$ cat src/rtl/fifo_pkg.sv
// Shared definitions for the byte FIFO and its read-side packer.
package fifo_pkg;

  localparam int DEF_DATA_WIDTH = 8;
  localparam int DEF_PACK       = 4;

  typedef enum logic {
    FILL = 1'b0,
    OUT  = 1'b1
  } state_t;

  function automatic int clog2(input int v);
    int r;
    r = 0;
    for (int i = 0; i < 31; i++)
      if ((1 << i) < v) r = i + 1;
    return r;
  endfunction

endpackage

$ cat src/rtl/fifo_rd_packer.sv
// Pops bytes from the FIFO read port and packs PACK of them per output word.
// Define CHECKSUM_EN to add the m_csum port (XOR of the kept lanes).
module fifo_rd_packer
  import fifo_pkg::*;
#(
  parameter int DATA_WIDTH = DEF_DATA_WIDTH,
  parameter int PACK       = DEF_PACK
) (
  input  logic                       clk,
  input  logic                       reset,
  input  logic                       r_empty,
  output logic                       r_en,
  input  logic [DATA_WIDTH-1:0]      rd_data,
  input  logic                       flush,
  output logic                       m_valid,
  input  logic                       m_ready,
  output logic [DATA_WIDTH*PACK-1:0] m_data,
  output logic [PACK-1:0]            m_keep
`ifdef CHECKSUM_EN
  ,
  output logic [DATA_WIDTH-1:0]      m_csum
`endif
);

  localparam int CW = clog2(PACK + 1);

  state_t                state, state_nxt;
  logic [CW-1:0]         cnt;
  logic                  rd_vld, flush_pend;
  logic [DATA_WIDTH-1:0] lane_q [PACK];
  logic                  fill_st, full_go, flush_go, go, handoff;

  assign fill_st  = (state == FILL);
  assign full_go  = fill_st & rd_vld & (cnt == CW'(PACK - 1));
  assign flush_go = fill_st & flush_pend & ~rd_vld & (cnt != '0);
  assign go       = full_go | flush_go;
  assign handoff  = m_valid & m_ready;

  always_ff @(posedge clk) begin
    if (reset) state <= FILL;
    else       state <= state_nxt;
  end

  always_comb begin
    state_nxt = state;
    case (state)
      FILL: if (go)      state_nxt = OUT;
      OUT:  if (m_ready) state_nxt = FILL;
    endcase
  end

  // No pop in the cycle a flush closes the word, so nothing lands while in OUT.
  always_comb begin
    m_valid = (state == OUT);
    r_en    = 1'b0;
    if (fill_st && !reset && !r_empty && !flush_go &&
        (int'(cnt) + int'(rd_vld) < PACK))
      r_en = 1'b1;
  end

  always_ff @(posedge clk) begin
    if (reset) begin
      cnt        <= '0;
      rd_vld     <= 1'b0;
      flush_pend <= 1'b0;
    end else begin
      rd_vld <= r_en;
      if (handoff)     cnt <= '0;
      else if (rd_vld) cnt <= cnt + CW'(1);
      // A flush with nothing held or in flight in FILL is dropped.
      if (go)
        flush_pend <= 1'b0;
      else if (flush && (!fill_st || cnt != '0 || rd_vld))
        flush_pend <= 1'b1;
    end
  end

  for (genvar i = 0; i < PACK; i++) begin : g_lane
    always_ff @(posedge clk) begin
      if (reset || handoff)             lane_q[i] <= '0;
      else if (rd_vld && cnt == CW'(i)) lane_q[i] <= rd_data;
    end
    assign m_data[i*DATA_WIDTH +: DATA_WIDTH] = lane_q[i];
    assign m_keep[i] = m_valid & (cnt > CW'(i));
  end

`ifdef CHECKSUM_EN
  logic [DATA_WIDTH-1:0] csum_acc;

  always_ff @(posedge clk) begin
    if (reset || handoff) csum_acc <= '0;
    else if (rd_vld)      csum_acc <= csum_acc ^ rd_data;
  end

  assign m_csum = m_valid ? csum_acc : '0;
`endif

endmodule
$ cat config.mk
export PLATFORM = sky130hd
export DESIGN_NAME = fifo_rd_packer
export DESIGN_NICKNAME = d
export VERILOG_FILES = /design/src/rtl/fifo_pkg.sv /design/src/rtl/fifo_rd_packer.sv
export SDC_FILE = /design/constraint.sdc
export NUM_CORES = 1
export LEC_CHECK = 0
export ABC_AREA = 1
export CAP_MARGIN = 0
export CELL_PAD_IN_SITES_DETAIL_PLACEMENT = 1
export CELL_PAD_IN_SITES_GLOBAL_PLACEMENT = 2
export CORE_UTILIZATION = 30
export DETAILED_ROUTE_END_ITERATION = 7
export GPL_TIMING_DRIVEN = 0
export PLACE_DENSITY = 0.82
export SLEW_MARGIN = 20
export SYNTH_ARGS = -nofsm -noshare
export SYNTH_HDL_FRONTEND = slang
export SYNTH_SLANG_ARGS = --single-unit
$ cat constraint.sdc
create_clock -name clk -period 4.1 [get_ports clk]
set_clock_uncertainty 0.15 [all_clocks]
set_input_delay 0.82 -clock clk [delete_from_list [all_inputs] [get_ports clk]]
set_output_delay 0.82 -clock clk [all_outputs]
set_load 0.02 [all_outputs]
==> out/qor.txt <==
===============================================================================================
Run status                                                                         finished clean
Root buffer selected by CTS                                                        sky130_fd_sc_hd__clkbuf_8
Worst rel slew slack                                                                      0.503
Net count after synthesis                                                                   159
Clock period minus final worst setup slack                                              3260 ps
FFs w/ async S/R, synth                                                                       0
Clock input transition at the sequential cells of the worst setup and hold paths          70 ps
Sequential-to-total area share from yosys stat                                            0.682
Core region area                                                                       5110 um2
Type of the worst min-delay path                                                     reg -> reg
Mean area per synthesized cell                                                         11.2 um2
CTS resizes                                                                                   0
Ratio of total power to cell area                                                    413 nW/um2
Syn. warnings                                                                                 0
Number of violations reported at the end of detailed-routing iteration 0                     61
Io pins                                                                                      51
CTS tree                                                                                    yes
Data arrival time at the worst-slack endpoint                                           2290 ps
Largest cells by area after synthesis                                              sky130_fd_sc_hd__edfxtp_1, sky130_fd_sc_hd__nor2_1, sky130_fd_sc_hd__dfxtp_1
Initial Utilization                                                                       0.310
Core utilization of the finished layout                                                   0.451
Unrepaired setup endpoints after global routing                                           false
Kind of launch point of the worst setup path                                         input port
Overall routed net length                                                               4.03 mm
Final period util                                                                         0.794
Clock network latency to the later pin of the worst-skew pair                            290 ps
Number of antenna violations at the first check in global routing                             0
Level count of the clock H-tree                                                               2
Maximum Capacitance Violations                                                                0
Cells after synthesis                                                                       141
Synthesized flop and latch total                                                             38
Clock tree buffer depth                                                                       2
# rows                                                                                       26
Ratio of routed vias to standard cells                                                     4.46
Number of enable-type register cells in the synthesized netlist                              32
IR drop worst, VDD                                                                     0.173 mV
Maximum fanout encountered on the critical timing path                                        3
Detailed-route DRC error count                                                                0
Die Height                                                                              74.7 um
Timing-limited maximum frequency                                                        307 MHz
Transition at the pin with the smallest max-transition slack                             741 ps
Wire length of the first global-routing pass                                            6.09 mm
DP Wirelength                                                                           3.10 mm
Dominant register cell in the synthesized netlist                                  sky130_fd_sc_hd__edfxtp_1
Total track usage                                                                         0.156
Nature of the critical path endpoint                                                 output pin
Number of global-route vias before repair                                                  1210
Number of clock sinks seen by CTS                                                            38
Max Slew Vio Count                                                                            0
Layout Area Growth over Synthesis                                                         45.5%
Share of Yosys cell area claimed by the top area cell type                                0.607
Cell accounting for the most synthesized area                                      sky130_fd_sc_hd__edfxtp_1
Data required time at the worst endpoint                                                3130 ps
Final setup viols                                                                             0
Most common library cell in the layout ignoring fill and taps                      sky130_fd_sc_hd__clkdlybuf4s50_1
Critical Setup Path Class                                                             in -> out
Total Negative Setup Slacks                                                                0 ps
Via total after detailed routing                                                           1201
Endpoints failing hold                                                                        0
Width of the die                                                                        74.7 um
Antenna diode instance count                                                                  0
Commonest cells after routing, fill and taps aside                                 sky130_fd_sc_hd__clkdlybuf4s50_1, sky130_fd_sc_hd__nor2_1, sky130_fd_sc_hd__edfxtp_1, sky130_fd_sc_hd__inv_1, sky130_fd_sc_hd__nand2_1
Fraction of final layout cells with drive strength greater than 1                        0.0704
Hold buffer count at cts                                                                      0
Library cells used by synthesis                                                              19
Per-cell routed wire length                                                             15.0 um
Area of the die                                                                        5570 um2
Cts bufs inserted                                                                             5
Combined area of all synthesized cells                                                 1580 um2
LEAKAGE                                                                             0.000924 uW
Postcts setup bufs                                                                            0
Detailed Routing Iterations Pass 1                                                            4
Final #Nets                                                                                 216
Pin count of the biggest net entering global routing                                         13
Port bufs                                                                                    50
Number of antenna-violating nets in the routed design                                         0
Remaining global-route overflow                                                               0
Final weighted congestion in routability-driven placement                                 0.852
===============================================================================================
area by class of cell:
cell class | count | area (um2)
Clock buffer | 5 | 68.8
Fill cell | 582 | 2800
Tap cell | 70 | 87.6
Multi-Input combinational cell | 83 | 417
Inverter | 18 | 67.6
Clock inverter | 3 | 63.8
Sequential cell | 38 | 1080
Buffer | 2 | 18.8
Timing Repair Buffer | 50 | 500
Yosys cell counts (2+ instances only):
cell type,number
sky130_fd_sc_hd__nor2_1,43
sky130_fd_sc_hd__edfxtp_1,32
sky130_fd_sc_hd__inv_1,17
sky130_fd_sc_hd__nand2_1,16
sky130_fd_sc_hd__dfxtp_1,6
sky130_fd_sc_hd__ha_1,5
sky130_fd_sc_hd__a21oi_1,4
sky130_fd_sc_hd__o21ai_0,4
sky130_fd_sc_hd__nand3_1,3
sky130_fd_sc_hd__nor3_1,2
final timing paths:
kind / cells past startpoint / start / slack [ps] / to
worst min register to register: 2 / flush_pend / 350 / flush_pend
worst max register to register: 4 / cnt[0] / 2200 / lane_q[0][4]
worst max-delay path: 5 / reset / 840 / r_en
worst min-delay path: 2 / flush_pend / 350 / flush_pend
flip-flops by register name, summed over array words and instances, names as in the netlist:
register	count
lane_q	32
flush_pend	1
cnt	3
m_valid	1
rd_vld	1
per-layer routing:
layer	part of all wire	vias up	GRT usage
li1	-	573	-
met1	0.44	579	0.184
met2	0.49	44	0.275
met3	0.056	5	0.0375
met4	0.0097	0	0.0566
met5	0	-	0
worst max-delay path: stages:
cell and delay [ps]:
sky130_fd_sc_hd__clkdlybuf4s50_1 460, sky130_fd_sc_hd__nor3_1 190, sky130_fd_sc_hd__nand2_1 100, sky130_fd_sc_hd__nor2_1 100, sky130_fd_sc_hd__clkdlybuf4s50_1 610
cell families after synthesis:
| group | Yosys count | share of synthesized area |
|---|---|---|
| buf+inv | 20 | 0.0545 |
| compound gates | 10 | 0.0355 |
| simple gates | 68 | 0.188 |
| fa+ha+maj | 5 | 0.0395 |
| flops | 38 | 0.682 |
report_power, final:
group	internal (uW)	leakage, uW	switching (uW)
registers	441	0.000383	8.73
clock network	241	0.0000658	135
logic	53.7	0.000475	72.4
total	736	0.000924	216
metrics by stage:
| step | hold slack (ps) | instances | setup slack [ps] | instance area (um2) | power (uW) |
|---|---|---|---|---|---|
| after global routing | 400 | 269 | 771 | 2300 | 981 |
| final | 349 | 269 | 844 | 2300 | 952 |
| after detailed placement | 347 | 261 | 850 | 2170 | 586 |
| after floorplan | 287 | 141 | 1790 | 1580 | 520 |
| after global placement | 307 | 261 | 892 | 2170 | 581 |
| after CTS | 364 | 269 | 841 | 2300 | 955 |
Note: power is estimated with default switching activity, not from simulation.
